### config.mk
export PLATFORM = sky130hd
export DESIGN_NAME = sdram_port_scheduler
export DESIGN_NICKNAME = d
export VERILOG_FILES = /design/src/rtl/sdram_port_scheduler.sv
export SDC_FILE = /design/constraint.sdc
export NUM_CORES = 1
export LEC_CHECK = 0
export BUFFER_PORTS_ARGS = -buffer_cell sky130_fd_sc_hd__buf_2
export CAP_MARGIN = 40
export CORE_MARGIN = 10
export CORE_UTILIZATION = 39
export DETAILED_ROUTE_END_ITERATION = 16
export GPL_TIMING_DRIVEN = 0
export PLACE_DENSITY = 0.78
export RECOVER_POWER = 25
export SYNTH_ARGS = -nofsm -noshare
export SYNTH_HDL_FRONTEND = slang
export SYNTH_SLANG_ARGS = --single-unit
### constraint.sdc
create_clock -name clk_i -period 2.25 [get_ports clk_i]
set_input_delay 0.45 -clock clk_i [delete_from_list [all_inputs] [get_ports clk_i]]
set_output_delay 0.45 -clock clk_i [all_outputs]
set_load 0.01 [all_outputs]
### src/rtl/sdram_port_scheduler.sv
// Three-port SDRAM front-end: arbitrates video bursts against CPU/DMA single-word
// traffic, with round-robin between CPU and DMA and a starvation override for video.
module sdram_port_scheduler #(
  parameter int unsigned ADDR_W     = 24,
  parameter int unsigned BURST_LEN  = 4,
  parameter int unsigned STARVE_MAX = 64
) (
  input  logic              clk_i,
  input  logic              rst_n_i,

  input  logic              cpu_rd_i,
  input  logic              cpu_wr_i,
  input  logic [ADDR_W-1:0] cpu_addr_x16_i,
  input  logic [15:0]       cpu_wdata_i,
  input  logic [1:0]        cpu_wmask_i,
  output logic              cpu_ack_o,
  output logic              cpu_rdy_o,
  output logic [15:0]       cpu_rdata_o,

  input  logic              dma_rd_i,
  input  logic              dma_wr_i,
  input  logic [ADDR_W-1:0] dma_addr_x16_i,
  input  logic [15:0]       dma_wdata_i,
  input  logic [1:0]        dma_wmask_i,
  output logic              dma_ack_o,
  output logic              dma_rdy_o,
  output logic [15:0]       dma_rdata_o,

  input  logic              vid_rd_i,
  input  logic [ADDR_W-1:0] vid_addr_x16_i,
  output logic              vid_ack_o,
  output logic              vid_rdy_o,
  output logic [15:0]       vid_rdata_o,

  output logic              sdram_rd_o,
  output logic              sdram_wr_o,
  output logic [ADDR_W-1:0] sdram_addr_x16_o,
  output logic [15:0]       sdram_wdata_o,
  output logic [1:0]        sdram_wmask_o,
  output logic              sdram_burst_o,
  input  logic              sdram_ack_i,
  input  logic              sdram_rdy_i,
  input  logic [15:0]       sdram_rdata_i,

  output logic [1:0]        grant_o
);

  localparam int unsigned BeatW   = $clog2(BURST_LEN + 1);
  localparam int unsigned StarveW = $clog2(STARVE_MAX + 1);

  localparam logic [1:0] GntNone = 2'd0;
  localparam logic [1:0] GntVid  = 2'd1;
  localparam logic [1:0] GntCpu  = 2'd2;
  localparam logic [1:0] GntDma  = 2'd3;

  typedef enum logic [1:0] {StIdle, StIssue, StRdWait} state_e;

  state_e              state_q;
  logic [1:0]          grant_q;
  logic                cmd_rd_q;
  logic                cmd_wr_q;
  logic [ADDR_W-1:0]   addr_q;
  logic [15:0]         wdata_q;
  logic [1:0]          wmask_q;
  logic                burst_q;
  logic [BeatW-1:0]    beats_q;
  logic [StarveW-1:0]  starve_q;
  logic [StarveW-1:0]  starve_d;
  logic                prefer_dma_q;

  logic                cpu_req;
  logic                dma_req;
  logic                vid_req;
  logic                starve_full;
  logic                starve_inc;
  logic [1:0]          win;
  logic                win_rd;
  logic [ADDR_W-1:0]   win_addr;
  logic [15:0]         win_wdata;
  logic [1:0]          win_wmask;
  logic [BeatW-1:0]    beat_target;
  logic [BeatW-1:0]    beat_next;
  logic                rdy_live;
  logic                last_beat;

  assign cpu_req     = cpu_rd_i | cpu_wr_i;
  assign dma_req     = dma_rd_i | dma_wr_i;
  assign vid_req     = vid_rd_i;
  assign starve_full = (starve_q == StarveW'(STARVE_MAX));

  // Video wins unless a starved CPU/DMA request is waiting; rd+wr together counts as a read.
  always_comb begin
    win       = GntNone;
    win_rd    = 1'b0;
    win_addr  = '0;
    win_wdata = '0;
    win_wmask = '0;
    if (vid_req && !(starve_full && (cpu_req || dma_req))) begin
      win      = GntVid;
      win_rd   = 1'b1;
      win_addr = vid_addr_x16_i;
    end else if (cpu_req && (!dma_req || !prefer_dma_q)) begin
      win       = GntCpu;
      win_rd    = cpu_rd_i;
      win_addr  = cpu_addr_x16_i;
      win_wdata = cpu_wdata_i;
      win_wmask = cpu_wmask_i;
    end else if (dma_req) begin
      win       = GntDma;
      win_rd    = dma_rd_i;
      win_addr  = dma_addr_x16_i;
      win_wdata = dma_wdata_i;
      win_wmask = dma_wmask_i;
    end
  end

  always_comb begin
    if (state_q == StIdle) begin
      starve_inc = (win == GntVid) && (cpu_req || dma_req);
    end else begin
      starve_inc = (cpu_req && (grant_q != GntCpu)) || (dma_req && (grant_q != GntDma));
    end
    starve_d = starve_q;
    if ((state_q == StIdle) && ((win == GntCpu) || (win == GntDma))) begin
      starve_d = '0;
    end else if (starve_inc && !starve_full) begin
      starve_d = starve_q + StarveW'(1);
    end
  end

  // A read word can already arrive in the cycle the command is accepted.
  assign rdy_live    = sdram_rdy_i & ((state_q == StRdWait) |
                                      ((state_q == StIssue) & sdram_ack_i & cmd_rd_q));
  assign beat_target = (grant_q == GntVid) ? BeatW'(BURST_LEN) : BeatW'(1);
  assign beat_next   = beats_q + BeatW'(1);
  assign last_beat   = rdy_live && (beat_next == beat_target);

  always_ff @(posedge clk_i or negedge rst_n_i) begin
    if (!rst_n_i) begin
      state_q      <= StIdle;
      grant_q      <= GntNone;
      cmd_rd_q     <= 1'b0;
      cmd_wr_q     <= 1'b0;
      addr_q       <= '0;
      wdata_q      <= '0;
      wmask_q      <= '0;
      burst_q      <= 1'b0;
      beats_q      <= '0;
      starve_q     <= '0;
      prefer_dma_q <= 1'b0;
    end else begin
      starve_q <= starve_d;
      unique case (state_q)
        StIdle: begin
          if (win != GntNone) begin
            state_q  <= StIssue;
            grant_q  <= win;
            cmd_rd_q <= win_rd;
            cmd_wr_q <= !win_rd;
            addr_q   <= win_addr;
            wdata_q  <= win_wdata;
            wmask_q  <= win_wmask;
            burst_q  <= (win == GntVid);
            beats_q  <= '0;
            if (win == GntCpu) prefer_dma_q <= 1'b1;
            if (win == GntDma) prefer_dma_q <= 1'b0;
          end
        end
        StIssue: begin
          if (sdram_ack_i) begin
            cmd_rd_q <= 1'b0;
            cmd_wr_q <= 1'b0;
            if (cmd_wr_q || last_beat) begin
              state_q <= StIdle;
              grant_q <= GntNone;
              burst_q <= 1'b0;
              beats_q <= '0;
            end else begin
              state_q <= StRdWait;
              beats_q <= rdy_live ? BeatW'(1) : '0;
            end
          end
        end
        StRdWait: begin
          if (last_beat) begin
            state_q <= StIdle;
            grant_q <= GntNone;
            burst_q <= 1'b0;
            beats_q <= '0;
          end else if (rdy_live) begin
            beats_q <= beat_next;
          end
        end
        default: begin
          state_q <= StIdle;
          grant_q <= GntNone;
        end
      endcase
    end
  end

  assign sdram_rd_o       = cmd_rd_q;
  assign sdram_wr_o       = cmd_wr_q;
  assign sdram_addr_x16_o = addr_q;
  assign sdram_wdata_o    = wdata_q;
  assign sdram_wmask_o    = wmask_q;
  assign sdram_burst_o    = burst_q;
  assign grant_o          = grant_q;

  assign vid_ack_o = sdram_ack_i & (grant_q == GntVid);
  assign cpu_ack_o = sdram_ack_i & (grant_q == GntCpu);
  assign dma_ack_o = sdram_ack_i & (grant_q == GntDma);

  assign vid_rdy_o = rdy_live & (grant_q == GntVid);
  assign cpu_rdy_o = rdy_live & (grant_q == GntCpu);
  assign dma_rdy_o = rdy_live & (grant_q == GntDma);

  assign vid_rdata_o = sdram_rdata_i;
  assign cpu_rdata_o = sdram_rdata_i;
  assign dma_rdata_o = sdram_rdata_i;

endmodule
==> metrics.txt <==
Cells after DPL=683; number of vias per cell=between 5 and 6; Die ar.=roughly 13000 um2; Max Freq=approximately 0.46 GHz; min-delay src=dma_wdata_i[7]; Async SR Flop Fraction=100%; crit-path cells=ha_1, xor2_1, or3_4, a211o_1, a21oi_2, mux2_2; clock net sink count=60; worst-margin pin slew=roughly 1.3 ns; worst flop-to-flop path endpoint=state_q[0]$_DFFE_PN0P_; initial core utilization=40.4%; Register-to-Register Path Depth=6; HP Class=primary input to flop; Setup violations, final=0; Worst VDD drop=approximately 0.49 mV; RePlAce Congestion=about 0.77; root buf cell=clkbuf_8; WL/cell=18.2 um; hold endpoint=sdram_wdata_o[7]$_DFFE_PN0P_; fin crit period=approximately 2.2 ns; biggest area consumer among synthesized cells=dfrtp_1; routed vias=about 3700; CP Class=flop to flop; Crit. End Element=flop; Final nets=between 700 and 800; post-synth top area share=42.2%; first-pass GRT wire length=about 19 mm; Worst path max stage delay=about 0.44 ns; Top-Level Pins=between 200 and 250; CP max-delay cell=dfrtp_2; leakage power=about 0.0029 uW; CP arrival=~2.4 ns; final slew viol count=0; # diodes=0; Hold Vio Cnt, Final=0; chip height=~120 um; cts hold-fix bufs=0; Design Area, Final=between 5000 and 6000 um2; syn avg cell area=around 10 um2; Worst-path clk slew=~0.07 ns; Num CTS Buffers=9; status=completed; Yosys reg bits=60; total gr overflow=0; Hold Path Depth=2; DRT iter0 DRCs=around 170; worst skew pair latency=about 0.33 ns; port bufs=217; clk buf depth=2; dpl hpwl=about 10 mm; number of max-cap violations=0; CP required=roughly 2.5 ns; number of synthesized flops with an enable pin=0; DP Area=4830 um2; gr usage total=between 10% and 20%; Core Area=8810 um2; initial antenna violation count=0; syn_nets=between 400 and 500; DRT Wirelength=approximately 13 mm; Final period util=96.6%; share of layout cells above drive strength 1=between 50 and 60%; reg2reg start=beats_q[0]$_DFFE_PN0P_; Final Non-Filler Cells=between 700 and 800; largest net degree at the start of global routing=24; Syn Inst Count=~360; drt pass-1 iters=6; PwrDens=around 1100 nW/um2; Synth Cell Area=between 3000 and 4000 um2; vias in the first global route=between 3000 and 4000; r2r setup slk=roughly 0.077 ns; Fin Hold WS=0.317 ns; htree depth=3; Rows=34; unrepaired setup endpoints after global routing=yes; Horiz. Die Dim=around 120 um; # DRC=0; Synth area leaders=dfrtp_1 (42%), buf_4 (10%), a221o_1 (5.6%); Synth cell types=46; Seq/Total Area, Yosys=42.2%; CTS tree=yes; Slew headroom=around 16%; Main synth FF type=dfrtp_1; Startpoint Class=flop; Synth-to-Final Area Change=44.6%; Routed Antenna Nets=0; yosys warns=0; Worst Skew=roughly 0.0084 ns; CP Max Fanout=5
==> where the power goes <==
group          total [uW]  switching [uW]  internal [uW]
clock network        1070             412            653
logic                2970            1550           1420
registers            1830             304           1520
total                5860            2270           3600
==> synth_stat cells, types with 4 or more instances <==
cell type and instances:
a221o_1 20, a22o_1 18, nand3_1 10, o21a_1 4
nor2_1 39, xor2_1 6, a21o_1 18, buf_6 4
a21oi_1 4, a221o_2 4, a22oi_1 24, clkbuf_1 11
dfrtp_1 60, o21ai_0 13, buf_4 49, ha_1 8
nand2_1 7, and3_1 6, inv_1 8
==> sequential cells by signal (all words and copies together) (netlist names) <==
register	cells
state_q	2
sdram_addr_x16_o	24
sdram_rd_o	1
sdram_wmask_o	2
prefer_dma_q	1
sdram_wr_o	1
beats_q	3
starve_q	7
sdram_burst_o	1
sdram_wdata_o	16
grant_o	2
==> stage by stage <==
stage | total power, uW | util, % | worst slack [ns] | TNS (ns)
6_report | 5860 | 58.4 | 0.0765 | 0
5_1_grt | 6300 | 58.4 | -0.0140 | -0.0201
4_1_cts | 5810 | 57.4 | 0.00389 | 0
3_5_place_dp | 4720 | 54.9 | -0.327 | -7.38
3_3_place_gp | 4590 | 54.3 | -0.290 | -6.31
2_1_floorplan | 3650 | - | 0.125 | 0
==> repair_timing <==
item                                   4_1_cts  5_1_grt
gates cloned                                 0        1
endpoints found under the hold margin        0        0
setup endpoints to repair                   18       35
gates resized for setup                      3       16
buffers inserted                             0        5
pin swaps                                    0        5
==> routing by layer <==
| layer | part of all wire, % | track usage (%) | vias to the layer above |
|---|---|---|---|
| li1 | - | - | 1728 |
| met1 | 36 | 18.1 | 1725 |
| met2 | 51 | 31.9 | 190 |
| met3 | 12 | 8.42 | 12 |
| met4 | 1.1 | 5.91 | 0 |
| met5 | 0 | 0 | - |
==> critical path, delay by kind of cell, from the launching register on <==
| family | cells | cell delay, ns |
|---|---|---|
| compound gates | 2 | 0.48 |
| xor+xnor | 1 | 0.19 |
| fa+ha+maj | 1 | 0.24 |
| flops | 1 | 0.44 |
| mux | 1 | 0.34 |
| simple gates | 1 | 0.35 |
==> cell usage in the layout (no fill, tap or decap), drive strengths merged, types with 4 or more instances in the layout <==
master	n
and2	4
nand2	7
a221o	24
nand3	10
buf	276
a22oi	24
a21o	18
o21a	4
and3	7
nor2	39
clkbuf	27
dfrtp	60
a22o	18
o21ai	14
inv	8
xor2	6
a21oi	4
ha	8
==> worst max-delay path by stage <==
stage                             from                                to  cells after the start
3_3_place_gp                  dma_wr_i      sdram_wdata_o[5]$_DFFE_PN0P_                      8
4_1_cts        starve_q[3]$_DFFE_PN0P_  sdram_addr_x16_o[10]$_DFFE_PN0P_                      7
6_report        beats_q[0]$_DFFE_PN0P_            state_q[0]$_DFFE_PN0P_                      6
3_5_place_dp                  dma_wr_i      sdram_wdata_o[5]$_DFFE_PN0P_                      8
5_1_grt        starve_q[4]$_DFFE_PN0P_   sdram_addr_x16_o[1]$_DFFE_PN0P_                      6
2_1_floorplan  starve_q[3]$_DFFE_PN0P_   sdram_addr_x16_o[0]$_DFFE_PN0P_                      7
==> final cells by class <==
type                       instances  area [um2]
timing repair buffer             225        1200
fill                             790        3660
inverter                           8        30.0
clock inverter                     4        72.6
tap                              108         135
buffer                            66         478
sequential                        60        1500
clock buffer                      12         145
multi-input combinational        220        1580
==> cells by family (layout without fill, tap and decap cells) <==
logic type / after synthesis / in the layout / synth area share, %
AND/OR/NAND/NOR: 86 / 86 / 12.0
AO/OA/AOI/OAI: 115 / 115 / 25.7
flip-flops: 60 / 60 / 42.2
adder cells (fa/ha/maj): 8 / 8 / 2.81
XOR/XNOR: 7 / 7 / 1.72
multiplexers: 4 / 4 / 1.23
buffers and inverters: 76 / 315 / 14.4
No activity file was read; power rests on OpenSTA's default activity.
